**config.mk**
```make
export PLATFORM = sky130hd
export DESIGN_NAME = spi_cfg_ctrl
export DESIGN_NICKNAME = d
export VERILOG_FILES = /design/src/rtl/demoscene_pkg.sv /design/src/rtl/spi_sync_edge.sv /design/src/rtl/spi_cfg_ctrl.sv
export SDC_FILE = /design/constraint.sdc
export NUM_CORES = 1
export LEC_CHECK = 0
export ABC_AREA = 1
export CAP_MARGIN = 20
export CORE_MARGIN = 8
export CORE_UTILIZATION = 50
export CTS_CLUSTER_DIAMETER = 120
export CTS_CLUSTER_SIZE = 24
export DETAILED_ROUTE_END_ITERATION = 10
export PLACE_DENSITY = 0.79
export SYNTH_ARGS = -nofsm -noshare
export SYNTH_HDL_FRONTEND = slang
export SYNTH_SLANG_ARGS = --single-unit
export TNS_END_PERCENT = 50
```
**constraint.sdc**
```tcl
create_clock -name clk -period 5.4 [get_ports clk]
set_input_delay 1.08 -clock clk [delete_from_list [all_inputs] [get_ports clk]]
set_output_delay 1.08 -clock clk [all_outputs]
set_load 0.05 [all_outputs]
```
**src/rtl/demoscene_pkg.sv**
```systemverilog
// Shared definitions for the demoscene wrapper: config register map, SPI
// config FSM encoding and config bus width.
package demoscene_pkg;

    localparam int unsigned CFG_W = 8;

    localparam logic [6:0] REG_COLOR_SEL = 7'd0;
    localparam logic [6:0] REG_SCROLL_X  = 7'd1;
    localparam logic [6:0] REG_SCROLL_Y  = 7'd2;
    localparam logic [6:0] REG_AUDIO_VOL = 7'd3;
    localparam logic [6:0] REG_MODE      = 7'd4;

    typedef enum logic [1:0] {
        StIdle = 2'd0,
        StCmd  = 2'd1,
        StData = 2'd2,
        StDone = 2'd3
    } spi_state_e;

endpackage

```
**src/rtl/spi_sync_edge.sv**
```systemverilog
// Three-flop synchronizer for an asynchronous SPI pin, with single-cycle
// rise/fall pulses derived from the last two stages.
module spi_sync_edge #(
    parameter logic ResetVal = 1'b0
) (
    input  logic clk,
    input  logic reset,
    input  logic din,
    output logic sync,
    output logic rise,
    output logic fall
);

    logic s1_q, s2_q, s3_q;

    always_ff @(posedge clk) begin
        if (reset) begin
            s1_q <= ResetVal;
            s2_q <= ResetVal;
            s3_q <= ResetVal;
        end else begin
            s1_q <= din;
            s2_q <= s1_q;
            s3_q <= s2_q;
        end
    end

    assign sync = s2_q;
    assign rise = s2_q & ~s3_q;
    assign fall = ~s2_q & s3_q;

endmodule

```
**src/rtl/spi_cfg_ctrl.sv**
```systemverilog
// SPI slave config controller: host writes/reads shadow registers; shadows are
// copied to the active bank on a vsync edge so datapaths never see mid-frame changes.
module spi_cfg_ctrl
    import demoscene_pkg::*;
#(
    parameter int unsigned NUM_REGS     = 8,
    parameter logic        VSYNC_ACTIVE = 1'b0
) (
    input  logic                      clk,
    input  logic                      reset,
    input  logic                      SCLK,
    input  logic                      SSEL,
    input  logic                      MOSI,
    output logic                      MISO,
    input  logic                      vsync,
    output logic [NUM_REGS*CFG_W-1:0] cfg_regs,
    output logic                      cfg_update,
    output logic                      busy
);

    logic sclk_sync, sclk_rise, sclk_fall;
    logic ssel_sync, ssel_rise, ssel_fall;

    spi_sync_edge #(.ResetVal(1'b0)) u_sclk_sync (
        .clk   (clk),
        .reset (reset),
        .din   (SCLK),
        .sync  (sclk_sync),
        .rise  (sclk_rise),
        .fall  (sclk_fall)
    );

    spi_sync_edge #(.ResetVal(1'b1)) u_ssel_sync (
        .clk   (clk),
        .reset (reset),
        .din   (SSEL),
        .sync  (ssel_sync),
        .rise  (ssel_rise),
        .fall  (ssel_fall)
    );

    spi_state_e state_q, state_d;

    logic                      mosi_meta_q, mosi_sync_q;
    logic [1:0]                settle_q;
    logic                      armed_q;
    logic [2:0]                bit_cnt_q;
    logic [6:0]                shift_q;
    logic                      rw_q;
    logic [6:0]                addr_q;
    logic [CFG_W-1:0]          tx_q;
    logic                      tx_loaded_q;
    logic [CFG_W-1:0]          shadow_q [NUM_REGS];
    logic [NUM_REGS*CFG_W-1:0] shadow_flat;
    logic [NUM_REGS*CFG_W-1:0] active_q;
    logic                      dirty_q;
    logic                      cfg_update_q;
    logic                      vsync_q, vsync_prev_q;

    logic             start, shifting, last_bit, cmd_done, data_done;
    logic             addr_hit, wr_en, commit;
    logic [CFG_W-1:0] rx_byte, rd_val;

    // After reset SSEL must be seen high (once the synchronizer holds real pin
    // data) before a fall may open a transaction; a half-finished frame is skipped.
    // Mode 0 also requires SCLK idle low at frame start.
    assign start     = ssel_fall & armed_q & ~sclk_sync;
    assign shifting  = sclk_rise & ((state_q == StCmd) | (state_q == StData));
    assign last_bit  = sclk_rise & (bit_cnt_q == 3'd7);
    assign cmd_done  = (state_q == StCmd) & last_bit;
    assign data_done = (state_q == StData) & last_bit;
    assign rx_byte   = {shift_q, mosi_sync_q};
    assign addr_hit  = 32'(addr_q) < NUM_REGS;
    assign wr_en     = data_done & rw_q & addr_hit;
    assign commit    = (vsync_q == VSYNC_ACTIVE) & (vsync_prev_q != VSYNC_ACTIVE) & dirty_q;

    always_comb begin
        rd_val      = '0;
        shadow_flat = '0;
        for (int unsigned i = 0; i < NUM_REGS; i++) begin
            shadow_flat[i*CFG_W +: CFG_W] = shadow_q[i];
            if (addr_q == 7'(i)) rd_val = shadow_q[i];
        end
    end

    always_ff @(posedge clk) begin
        if (reset) state_q <= StIdle;
        else       state_q <= state_d;
    end

    always_comb begin
        state_d = state_q;
        if (ssel_rise) begin
            state_d = StIdle;
        end else begin
            unique case (state_q)
                StIdle:  if (start) state_d = StCmd;
                StCmd:   if (last_bit) state_d = StData;
                StData:  if (last_bit) state_d = StDone;
                StDone:  state_d = StDone;
                default: state_d = StIdle;
            endcase
        end
    end

    always_comb begin
        busy = (state_q != StIdle);
        MISO = 1'b0;
        if ((state_q == StData) && !rw_q) MISO = tx_q[7];
    end

    always_ff @(posedge clk) begin
        if (reset) begin
            mosi_meta_q <= 1'b0;
            mosi_sync_q <= 1'b0;
            settle_q    <= 2'd0;
            armed_q     <= 1'b0;
            bit_cnt_q   <= 3'd0;
            shift_q     <= '0;
            rw_q        <= 1'b0;
            addr_q      <= '0;
            tx_q        <= '0;
            tx_loaded_q <= 1'b0;
        end else begin
            mosi_meta_q <= MOSI;
            mosi_sync_q <= mosi_meta_q;
            if (settle_q != 2'd2) settle_q <= settle_q + 2'd1;
            if ((settle_q == 2'd2) && ssel_sync) armed_q <= 1'b1;

            if (start) begin
                bit_cnt_q <= 3'd0;
            end else if (shifting) begin
                bit_cnt_q <= bit_cnt_q + 3'd1;
                shift_q   <= {shift_q[5:0], mosi_sync_q};
            end

            if (cmd_done) begin
                rw_q        <= rx_byte[7];
                addr_q      <= rx_byte[6:0];
                tx_q        <= '0;
                tx_loaded_q <= 1'b0;
            end else if ((state_q == StData) && sclk_fall && !rw_q) begin
                // First fall after the command byte loads; later falls shift out.
                if (!tx_loaded_q) begin
                    tx_q        <= rd_val;
                    tx_loaded_q <= 1'b1;
                end else begin
                    tx_q <= {tx_q[6:0], 1'b0};
                end
            end
        end
    end

    always_ff @(posedge clk) begin
        if (reset) begin
            for (int unsigned i = 0; i < NUM_REGS; i++) shadow_q[i] <= '0;
            active_q     <= '0;
            dirty_q      <= 1'b0;
            cfg_update_q <= 1'b0;
            vsync_q      <= ~VSYNC_ACTIVE;
            vsync_prev_q <= ~VSYNC_ACTIVE;
        end else begin
            vsync_q      <= vsync;
            vsync_prev_q <= vsync_q;
            for (int unsigned i = 0; i < NUM_REGS; i++) begin
                if (wr_en && (addr_q == 7'(i))) shadow_q[i] <= rx_byte;
            end
            // A write landing with the commit is not copied; dirty stays set for it.
            if (commit) active_q <= shadow_flat;
            cfg_update_q <= commit;
            dirty_q      <= (dirty_q & ~commit) | wr_en;
        end
    end

    assign cfg_regs   = active_q;
    assign cfg_update = cfg_update_q;

endmodule

```
==> results.txt <==
- The analysis attributes to cell leakage a power of 0.00304 uW.
- In the final timing run, aggregate negative setup slack is 0 ps.
* Synth Area in Adders: 1.46%
- The initialized floorplan defines 43 standard-cell rows.
* Data arrival at the endpoint of the critical path: 2350 ps
* Final layout net count: 840
- DR iter-0 viols: 422
* Maximum vdd ir drop: 0.271 mV
- In the global route stage, overall resource usage came out at 17.1%.
- At the pin with the least slew margin, the transition time is 684 ps.
- Compared with the post-synthesis result, the final layout area differs by 20.7%.
- The tightest min-delay check is of the reg -> reg type.
- Most frequent standard cell in the layout excluding fill and tap cells: sky130_fd_sc_hd__inv_1
- Fill cell total of the finished layout: 1175
- The internal power of the cells totals 2130 uW.
- The initial utilization of the core area, before any placement, comes to 50.2%.
* Instance area after placement: 7710 um^2
- Relative contribution of combinational cells to total power: 6.5%
- The floorplan step defined a core boundary enclosing 13700 um^2.
* Wirelength, routed: 14.9 mm
- Root buffer cell: sky130_fd_sc_hd__clkbuf_16
* Maximum frequency from static timing analysis: 292 MHz
- The first global-routing pass estimated 24.0 mm of wire.
- Result of the run: finished, final reports clean
- CTS saw 172 sinks.
* Area of the die: 17700 um^2
- Pin count of the biggest net entering global routing: 86
* Total standard cell area after synthesis: 6870 um^2
* Max H-tree Level: 4
- Routability-driven placement finished with a final weighted congestion of 0.895.
- Setup violations remaining at the end of the flow were counted as 0.
- After routing the design area is 8290 um^2.
- Number of instances in the synthesized netlist: 762
- Number of DRC violations after detailed routing: 0
- In this run, CTS created clock tree buffers numbering 17.
- For this design, the CTS-stage hold fixing added 0 buffers.
* Final worst path period share: 63.4%
- The number of hold-slack violations in the final timing report came to 0.
* Switching fraction of total power: 22.6%
- Vertical die dimension: 133 um
- During I/O placement, the number of pins put on the boundary was 73.
- Vias per cell: 5.16
- The share of the Yosys chip area taken by registers is 59.5%.
- Share of total power in the clock network: 42.3%
- Summed over all nets, the switching power comes to 622 uW.
- Buffers from clock root to sink, at most: 2
- Mean area per synthesized cell: 9.01 um^2
- Global routing finished with a remaining overflow of 0.
- Synth Area in XOR/XNOR: 0%
* Most frequent cells in the layout: sky130_fd_sc_hd__inv_1 (132), sky130_fd_sc_hd__dfxtp_1 (108), sky130_fd_sc_hd__a21oi_1 (90), sky130_fd_sc_hd__o21ai_0 (87), sky130_fd_sc_hd__nor2_1 (86)
- At the worst endpoint, the required time is 4320 ps.
* Number of nets with antenna violations after detailed routing: 0
- Unrepaired setup endpoints after global routing: false
- The first TritonRoute pass finished after 5 iterations.
- Headroom to the max-slew limit came out at 54.4%.
* Clock insertion delay at the later pin of the skew report: 430 ps
- Counting flops and latches in the post-synthesis netlist gives 172.
- Pins Over Slew Limit: 0
* Detailed-placement wirelength estimate: 10.4 mm
- Number of antenna violations at the first check in global routing: 0
- Buffers placed on the I/O ports in this run total 72.
- Of the cells placed in the final design, the portion with a size suffix greater than 1 is 6.67%.
- Worst-path maximum fanout: 4
- Resized cells post-CTS: 0
- Critical Path Start Type: flop
- Summing over every cut layer, the via total after detailed routing is 5263.
* Max-cap violations: 0
* Complex-gate fraction of the synthesized area: 15.2%
- TritonCTS built the clock tree.
* Post-synthesis simple-gate area fraction: 14.5%
- Vias in the first global route: 4934
* Clock Skew: 12.2 ps
- After synthesis, the largest family of logic cells by area is compound AO/OA/AOI/OAI gates.
* Synth unique cells: 31
- The worst path needs 3430 ps of the cycle, external delays included.
- Number of inserted diodes: 0
- Dividing total power by cell area gives a power density of 332 nW/um^2.
- Post-CTS Setup Inserts: 0
- Clk slew on worst S/H paths: 60 ps
* Class of the most critical setup path: reg -> out
* Multiplexer area fraction after synthesis: 0%
- STA classifies the critical path endpoint as an output port.
- In this run the horizontal extent of the chip is 133 um.
- Routed wire length per instance: 14.6 um
* Sequential share of power: 51.3%
- During synthesis, Yosys emitted a total of 0 warnings.
- Synthesis produced a netlist with a net count of 776.
layout make-up:
type	instances	area (um^2)	share of cell area (%)
Timing Repair Buffer	77	753	9.09
Inverter	136	510	6.16
Clock buffer	28	542	6.54
Sequential cell	172	4080	49.3
Multi-Input combinational cell	422	2150	25.9
Clock inverter	4	23.8	0.287
Tap cell	180	225	2.72
Yosys cell counts, drive strengths merged:
| cell type | count | area, um^2 |
|---|---|---|
| a211oi | 2 | 15.0 |
| a21oi | 90 | 450 |
| a31oi | 1 | 6.26 |
| buf | 9 | 47.5 |
| clkbuf | 23 | 86.3 |
| dfxtp | 108 | 2160 |
| edfxtp | 64 | 1920 |
| ha | 8 | 100 |
| inv | 136 | 510 |
| nand2 | 68 | 268 |
| nand3 | 33 | 185 |
| nand4 | 13 | 96.3 |
| nor2 | 92 | 370 |
| nor3 | 3 | 42.5 |
| nor3b | 1 | 7.51 |
| o211ai | 8 | 60.1 |
| o21ai | 89 | 445 |
| o22ai | 8 | 50.1 |
| o31ai | 2 | 15.0 |
| or2 | 4 | 25.0 |
cells by family after synthesis:
kind of cell / Yosys count
buf+inv: 168
flops: 172
compound gates: 200
simple gates: 214
fa+ha+maj: 8
per-stage QoR:
stage                     hold slack, ps  total power (uW)  utilization, %  cells  setup slack, ps
after floorplan                      388              1560               -    762             2540
after global placement               392              1610            56.4    985             2200
after detailed placement             397              1610            56.4    985             2180
after CTS                            409              2760            60.6   1017             1940
after global routing                 416              2840            60.6   1019             1870
final                                405              2750            60.6   1019             1970
layer usage:
metal	vias to the layer above	wire length (um)	GRT usage [%]
met5	-	0	0
met4	0	446	8.05
met3	33	1310	5.76
met2	198	6940	27.7
met1	2402	6210	20.2
li1	2630	-	-
critical path: stages (launching register included):
cell                              delay, ps
sky130_fd_sc_hd__dfxtp_1                340
sky130_fd_sc_hd__inv_1                  110
sky130_fd_sc_hd__ha_1                   220
sky130_fd_sc_hd__inv_1                   70
sky130_fd_sc_hd__nor3b_1                290
sky130_fd_sc_hd__clkdlybuf4s50_1        880
flip-flops by register name, summed over array words and instances (netlist names), 2 cells and up:
| register | cells |
|---|---|
| settle_q | 2 |
| shift_q | 7 |
| state_q | 2 |
| addr_q | 7 |
| cfg_regs | 64 |
| shadow_q | 64 |
| bit_cnt_q | 3 |
| tx_q | 8 |
final timing paths:
path	start	endpoint	slack, ps	cells after the start
worst max-delay path	state_q[0]$_SDFFE_PP0P_	MISO	1970	5
worst min-delay path	u_sclk_sync.s1_q$_SDFF_PP0_	u_sclk_sync.sync$_SDFF_PP0_	410	2
worst max register to register	bit_cnt_q[0]$_SDFFE_PP0P_	shadow_q[1][20]$_DFFE_PP_	3040	7
worst min register to register	u_sclk_sync.s1_q$_SDFF_PP0_	u_sclk_sync.sync$_SDFF_PP0_	410	2
power by group through the flow:
stage | logic, uW | clock network, uW | registers [uW]
finish | 178 | 1160 | 1410
floorplan | 130 | 0 | 1430
global placement | 171 | 0 | 1440
detailed placement | 175 | 0 | 1440
CTS | 178 | 1170 | 1410
global route | 201 | 1230 | 1410
Power figures use the tool's default switching activity.
